### config.mk
export PLATFORM = sky130hd
export DESIGN_NAME = fb_bank_ctrl
export DESIGN_NICKNAME = d
export VERILOG_FILES = /design/src/rtl/fb_bank_ctrl.sv
export SDC_FILE = /design/constraint.sdc
export NUM_CORES = 1
export LEC_CHECK = 0
export ABC_CLOCK_PERIOD_IN_PS = 2000
export CAP_MARGIN = 15
export CORE_MARGIN = 2
export CORE_UTILIZATION = 35
export DETAILED_ROUTE_END_ITERATION = 10
export HOLD_SLACK_MARGIN = 0.03
export PLACE_DENSITY = 0.68
export SETUP_SLACK_MARGIN = 0.1
export SLEW_MARGIN = 20
export SYNTH_ARGS = -nofsm -noshare
export SYNTH_HDL_FRONTEND = slang
export SYNTH_SLANG_ARGS = --single-unit
### constraint.sdc
create_clock -name i_clk_pixel -period 2 [get_ports i_clk_pixel]
set_clock_uncertainty 0.05 [all_clocks]
set_input_delay 0.4 -clock i_clk_pixel [delete_from_list [all_inputs] [get_ports i_clk_pixel]]
set_output_delay 0.4 -clock i_clk_pixel [all_outputs]
set_load 0.1 [all_outputs]
### src/rtl/fb_bank_ctrl.sv
// Ping-pong framebuffer controller: writes the incoming pixel stream into the
// bank the display is not reading, and swaps banks on a display frame pulse.
module fb_bank_ctrl #(
  parameter int p_fb_width   = 160,
  parameter int p_fb_height  = 120,
  parameter int p_data_width = 8,
  localparam int c_addrw     = $clog2(p_fb_width * p_fb_height)
) (
  input  logic                    i_clk_pixel,
  input  logic                    i_rst,
  input  logic                    i_frame,
  input  logic                    i_wr_valid,
  input  logic                    i_wr_sof,
  input  logic [p_data_width-1:0] i_wr_data,
  output logic                    o_wr_ready,
  output logic                    o_wr_en,
  output logic [c_addrw:0]        o_wr_addr,
  output logic [p_data_width-1:0] o_wr_data,
  output logic                    o_rd_bank,
  output logic                    o_swap,
  output logic                    o_sync_err,
  output logic [7:0]              o_frame_cnt
);

  localparam logic [c_addrw-1:0] c_last = c_addrw'(p_fb_width * p_fb_height - 1);

  typedef enum logic [1:0] {
    IDLE  = 2'd0,
    WRITE = 2'd1,
    DONE  = 2'd2
  } state_t;

  state_t                  state_q, state_d;
  logic [c_addrw-1:0]      count_q, count_d;
  logic                    rd_bank_q, rd_bank_d;
  logic [7:0]              frame_cnt_q, frame_cnt_d;
  logic                    wr_en_q, wr_en_d;
  logic [c_addrw:0]        wr_addr_q, wr_addr_d;
  logic [p_data_width-1:0] wr_data_q, wr_data_d;
  logic                    swap_q, swap_d;
  logic                    sync_err_q, sync_err_d;

  logic                    accept;
  logic                    do_write;
  logic [c_addrw-1:0]      wr_idx;

  // Ready is held low during reset so no beat is taken before state is known.
  assign o_wr_ready = ~i_rst & (state_q != DONE);
  assign accept     = i_wr_valid & o_wr_ready;

  always_comb begin
    state_d     = state_q;
    count_d     = count_q;
    rd_bank_d   = rd_bank_q;
    frame_cnt_d = frame_cnt_q;
    wr_en_d     = 1'b0;
    wr_addr_d   = wr_addr_q;
    wr_data_d   = wr_data_q;
    swap_d      = 1'b0;
    sync_err_d  = 1'b0;
    do_write    = 1'b0;
    wr_idx      = '0;

    unique case (state_q)
      IDLE: begin
        if (accept && i_wr_sof) begin
          do_write = 1'b1;
          count_d  = c_addrw'(1);
          state_d  = WRITE;
        end
      end
      WRITE: begin
        if (accept) begin
          do_write = 1'b1;
          // A fresh SOF always restarts the frame, even on the final pixel.
          if (i_wr_sof) begin
            count_d    = c_addrw'(1);
            sync_err_d = 1'b1;
          end else begin
            wr_idx = count_q;
            if (count_q == c_last) begin
              count_d = '0;
              state_d = DONE;
            end else begin
              count_d = count_q + c_addrw'(1);
            end
          end
        end
      end
      DONE: begin
        if (i_frame) begin
          rd_bank_d   = ~rd_bank_q;
          frame_cnt_d = frame_cnt_q + 8'd1;
          swap_d      = 1'b1;
          state_d     = IDLE;
        end
      end
      default: state_d = IDLE;
    endcase

    if (do_write) begin
      wr_en_d   = 1'b1;
      wr_addr_d = {~rd_bank_q, wr_idx};
      wr_data_d = i_wr_data;
    end
  end

  always_ff @(posedge i_clk_pixel) begin
    if (i_rst) begin
      state_q     <= IDLE;
      count_q     <= '0;
      rd_bank_q   <= 1'b0;
      frame_cnt_q <= '0;
      wr_en_q     <= 1'b0;
      wr_addr_q   <= '0;
      wr_data_q   <= '0;
      swap_q      <= 1'b0;
      sync_err_q  <= 1'b0;
    end else begin
      state_q     <= state_d;
      count_q     <= count_d;
      rd_bank_q   <= rd_bank_d;
      frame_cnt_q <= frame_cnt_d;
      wr_en_q     <= wr_en_d;
      wr_addr_q   <= wr_addr_d;
      wr_data_q   <= wr_data_d;
      swap_q      <= swap_d;
      sync_err_q  <= sync_err_d;
    end
  end

  assign o_wr_en     = wr_en_q;
  assign o_wr_addr   = wr_addr_q;
  assign o_wr_data   = wr_data_q;
  assign o_rd_bank   = rd_bank_q;
  assign o_swap      = swap_q;
  assign o_sync_err  = sync_err_q;
  assign o_frame_cnt = frame_cnt_q;

endmodule
==> out/results.ini, run 1 <==
[timing]
slew_headroom_pct = 80.01
fin_crit_sh_pct = 86.30
worstMarginPinSlew_ps = 295.7
grt_setup_unrepaired = no
setup_viol_count_final = 0
hold_viol_final = 0
setup_ws_ps = 273.9
fmax_mhz = 579.3
drv_slew = 0
finalCriticalPeriod_ps = 1726

[power_and_ir_drop]
swShare_pct = 25.95
power.leakage_nw = 1.161
p_seq_share_pct = 57.5
p_int_w = 0.001383
p_comb_share_pct = 10.8
clkPwrFrac_pct = 31.7
power_density_nw_per_um2 = 659.2
ir_worst_vdd_mv = 0.2800
switchingPower_w = 0.0004848

[clocking]
root_buffer = clkbuf_8
post-cts-setup-buffer-count = 0
cts.sinks = 53
cts_tree = yes
clock_latency_ps = 300
clk_path_buf_depth = 2
postCtsHoldBufs = 0
cts_max_level = 2
cts.clk_slew.worst_paths_ps = 90
numCtsBuffers = 5

[detailed_routing]
drtPass1Iterations = 4
drt-total-wl_mm = 4.445
antenna_left = 0
drc = 0
routed_via_density = 4.938
post_drt_wl_per_cell_um = 12.52
num_vias = 1753
drtIter0Drc = 52

[run]
timing.max_cap.violations = 0

[placement]
place_congestion = 0.8239
portBuffers = 49
placed_cells_incl_taps = 347
place_ws_ps = -168.2
dp_hpwl_mm = 3.266

[synthesis]
synth-seq-area-share_pct = 51.21
synth_cells = 217
postSynthAreaPerCell_um2 = 9.548
ys_seq_elements = 53
syn_nets = 232
yosysWarnings = 0
synth_area_um2 = 2072
ys_types = 33

[setup_path]
critPathCaptureType = flop
path_class = input pin to flop
cp.required_ps = 2200
cp.arrival_ps = 1930
start_kind = input pin
path_max_fanout = 9

[grt]
grt_antenna_before_repair = 0
grt_use_total_pct = 14.33
grt_pass1_wl_mm = 7.341
grt-ovfl-total = 0
grt_start_max_net_pins = 25
grt_pass1_vias = 1657

[layout]
fin_cells = 355
area_growth_syn_to_layout_pct = 36.78
final_common_cell = dfxtp_1
most-common-layout-cells = dfxtp_1, buf_4, nand2_1, a22o_1, nor2_1
fin_nets = 294
drive_gt1_share_pct = 23.93
n_antenna_cell = 0

[floorplan]
ios = 50
initial_core_util_pct = 35.63
core-area_um2 = 5816
die_x_um = 80.94
fp-row-count = 28
die_area_um2 = 6551
die_h_um = 80.94

[hold_path]
hp-class = input pin to flop

[run_status]
outcome = complete, no violations

-- kinds of logic after synthesis --
kind of cell / after synthesis / share of synthesized area [%]
compound gates: 42 / 14.13
xor+xnor: 15 / 6.341
fa+ha+maj: 2 / 1.208
flops: 53 / 51.21
mux: 2 / 0.9662
buf+inv: 15 / 3.019
simple gates: 88 / 23.13
-- critical path: stages --
cell	delay (ps)
clkdlybuf4s50_1	460
or2_2	350
nand2_1	140
inv_1	90
nor2_1	150
buf_4	190
a22o_1	130
-- final timing paths --
| check | start | end | slack (ps) | depth (start not counted) |
|---|---|---|---|---|
| worst min-delay path | i_wr_valid | o_sync_err | 400 | 3 |
| worst max-delay path | i_wr_sof | o_wr_addr[6] | 270 | 7 |
| worst min register to register | o_wr_data[7] | o_wr_data[7] | 410 | 2 |
| worst max register to register | count_q[9] | count_q[6] | 280 | 5 |
-- Yosys cell counts --
master,number,area (µm²)
a211oi_1,8,60.06
a21oi_1,11,55.05
a22o_1,14,122.6
and2_1,3,18.77
and3_1,3,18.77
and3b_1,1,8.760
and4_1,1,8.760
and4b_1,1,10.01
buf_2,5,25.02
clkbuf_1,6,22.52
dfxtp_1,53,1061
ha_1,2,25.02
inv_1,4,15.01
mux2i_1,2,20.02
nand2_1,23,86.33
nand2b_1,3,18.77
nand3_1,6,30.03
nand4_1,11,68.82
nand4_2,1,12.51
nor2_1,13,48.80
nor2b_1,2,12.51
nor3_1,8,40.04
nor3b_1,2,15.01
nor3b_4,1,18.77
nor4b_1,1,8.760
nor4bb_1,1,10.01
o211a_1,1,10.01
o21ai_0,7,35.03
o32a_1,1,10.01
or2_2,1,6.260
or3_1,6,37.54
xnor2_1,3,26.28
xor2_1,12,105.1
-- power groups by stage --
stage               sequential (W)  combinational [W]  clock (W)
floorplan                  0.00116          0.0000635          0
global placement           0.00110           0.000200          0
detailed placement         0.00110           0.000202          0
CTS                        0.00107           0.000204   0.000616
global route               0.00108           0.000214   0.000649
finish                     0.00107           0.000201   0.000592
-- state kept, by name, indices dropped and copies added, names as in the netlist --
signal and flops:
o_wr_addr 16, state_q 2, o_wr_en 1, o_swap 1, o_frame_cnt 8, o_wr_data 8, count_q 15, o_rd_bank 1
o_sync_err 1
-- timing repair --
item / 4_1_cts / 5_1_grt
endpoints found under the setup margin: 1 / 7
resized for setup: 2 / 4
pin swaps: 0 / 3
-- final cells by class --
type / instances / area (µm²)
flip-flops and latches: 53 / 1062
inverters: 4 / 15.01
well taps: 75 / 93.84
clock buffers: 6 / 72.57
repair buffers: 66 / 613.1
clock inverters: 2 / 15.01
fillers: 570 / 2982
multi-input cells: 149 / 962.2
-- metal layers --
| layer | share of wire [%] | global-route usage (%) |
|---|---|---|
| met1 | 45 | 16.67 |
| met2 | 49 | 25.45 |
| met3 | 4.5 | 3.444 |
| met4 | 1.3 | 5.254 |
| met5 | 0 | 0 |
-- through the flow --
| step | setup TNS [ps] | utilization (%) | total power (W) | cell area [µm²] | hold WS (ps) |
|---|---|---|---|---|---|
| floorplan | 0 | - | 0.001225 | 2079 | 411.2 |
| global placement | -782.7 | 46.88 | 0.001299 | 2726 | 394.0 |
| detailed placement | -1199 | 46.88 | 0.001302 | 2726 | 400.3 |
| CTS | 0 | 48.52 | 0.001895 | 2821 | 414.3 |
| global route | 0 | 48.73 | 0.001941 | 2834 | 419.0 |
| finish | 0 | 48.73 | 0.001868 | 2834 | 395.8 |
Note: power is estimated with default switching activity, not from simulation.
==> run 2: changes to the inputs <==
- CTS_CLUSTER_DIAMETER: not set -> 120
==> results of run 2 <==
Final layout, timing and power as in run 1 (identical DEF).
==> run 3: changes to the inputs <==
--- a/config.mk
+++ b/config.mk
@@ -9,3 +9,3 @@
 export CAP_MARGIN = 15
-export CORE_MARGIN = 2
+export CORE_MARGIN = 8
 export CORE_UTILIZATION = 35
@@ -14,3 +14,2 @@
 export HOLD_SLACK_MARGIN = 0.03
-export PLACE_DENSITY = 0.68
 export SETUP_SLACK_MARGIN = 0.1
==> constraint.sdc (replaced) <==
create_clock -name i_clk_pixel -period 2 [get_ports i_clk_pixel]
set_clock_uncertainty 0.05 [all_clocks]
set_input_delay 0.3 -clock i_clk_pixel [delete_from_list [all_inputs] [get_ports i_clk_pixel]]
set_output_delay 0.3 -clock i_clk_pixel [all_outputs]
set_load 0.1 [all_outputs]
==> out/results.ini, run 3 (synthesis results as in run 1) <==
[detailed_routing]
post_drt_wl_per_cell_um = 13.62
drt-total-wl_mm = 4.767
antenna_left = 0
drtPass1Iterations = 4
drtIter0Drc = 46
routed_via_density = 4.937
drc = 0
num_vias = 1728

[clocking]
post-cts-setup-buffer-count = 0
root_buffer = clkbuf_8
cts_tree = yes
clock_latency_ps = 310
cts.clk_slew.worst_paths_ps = 100
clk_path_buf_depth = 2
cts_max_level = 2
postCtsHoldBufs = 0
cts.sinks = 53
cts_resized = 0
numCtsBuffers = 5

[run_status]
outcome = complete, no violations

[grt]
grt_pass1_vias = 1727
grt_use_total_pct = 11.50
grt_antenna_before_repair = 0
grt_start_max_net_pins = 26
grt_pass1_wl_mm = 8.059
grt-ovfl-total = 0

[layout]
largest_reg_flops = 16
fin_nets = 289
final.fill_count = 584
final_common_cell = dfxtp_1
most-common-layout-cells = dfxtp_1, buf_4, nand2_1, a22o_1, nor2_1
area_growth_syn_to_layout_pct = 33.15
n_antenna_cell = 0
drive_gt1_share_pct = 22.18

[setup_path]
cp.arrival_ps = 1960
cp.required_ps = 2170
critPathCaptureType = flop
start_kind = input pin
path_class = input pin to flop
path_max_fanout = 6

[placement]
place_congestion = 0.7264
portBuffers = 49
dp_hpwl_mm = 3.531

[timing]
fin_crit_sh_pct = 89.25
whs_ps = 412.1
hold_viol_final = 0
finalCriticalPeriod_ps = 1785
drv_slew = 0
slew_headroom_pct = 80.17
grt_setup_unrepaired = no
fmax_mhz = 560.2
worstMarginPinSlew_ps = 297.0
setup_viol_count_final = 0

[run]
timing.max_cap.violations = 0

[floorplan]
ios = 50
die_x_um = 92.94
core-area_um2 = 5816
fp-row-count = 28
initial_core_util_pct = 35.63
die_area_um2 = 8638
die_h_um = 92.94

[hold_path]
hp-class = flop to flop

[power_and_ir_drop]
ir_worst_vdd_mv = 0.3479
power.leakage_nw = 1.124
power_w = 0.002128
power_density_nw_per_um2 = 771.5

[run 3: cell count changes in the layout (fill, tap and decap cells not counted), moves of 2 or more]
cell | previous run | this run
buf_12 | 6 | 1
bufinv_16 | 0 | 2
clkdlybuf4s50_1 | 10 | 12
clkinvlp_4 | 2 | 0
dlymetal6s2s_1 | 2 | 0
[run 3: path summary, 6_finish.rpt]
kind / startpoint / end / slack, ps / cells past startpoint
worst max register to register: count_q[0] / count_q[10] / 250 / 5
worst max-delay path: i_wr_valid / count_q[11] / 210 / 5
worst min register to register: o_wr_data[7] / o_wr_data[7] / 410 / 2
worst min-delay path: o_wr_data[7] / o_wr_data[7] / 410 / 2
[run 3: layout make-up]
cell class	count	area [µm²]	area share [%]
tap	75	93.84	3.401
timing repair buffer	61	500.5	18.14
multi-input combinational	149	950.9	34.47
clock buffer	5	68.82	2.494
clock inverter	3	68.82	2.494
sequential	53	1061	38.46
inverter	4	15.01	0.5442
[run 3: critical path, cell delays in order]
cell and delay [ps]:
clkdlybuf4s50_1 530, nor3b_4 280, nand4_1 220, or3_1 390
a211oi_1 240
[run 3: per-stage QoR]
stage | instance area, µm² | TNS [ps] | std cells | utilization [%] | worst slack [ps]
2_1_floorplan | 2074 | 0 | 217 | - | 160.0
4_1_cts | 2759 | 0 | 350 | 47.44 | 216.9
3_3_place_gp | 2621 | -27.59 | 342 | 45.07 | -15.26
6_report | 2759 | 0 | 350 | 47.44 | 215.0
5_1_grt | 2759 | 0 | 350 | 47.44 | 117.9
3_5_place_dp | 2621 | -228.3 | 342 | 45.07 | -71.85
[run 3: where the power goes]
part | internal [W] | leakage (nW) | total (W) | switching, W
Sequential | 0.00107 | 0.428 | 0.00107 | 0.00000822
Clock | 0.000503 | 0.0687 | 0.000859 | 0.000355
Combinational | 0.0000633 | 0.627 | 0.000195 | 0.000132
[run 3: per-layer routing]
metal,vias up,GRT usage (%),share of wire (%)
li1,889,-,-
met4,0,4.430,1.3
met2,32,18.88,47
met5,-,0,0
met3,7,3.722,6.0
met1,800,13.59,46
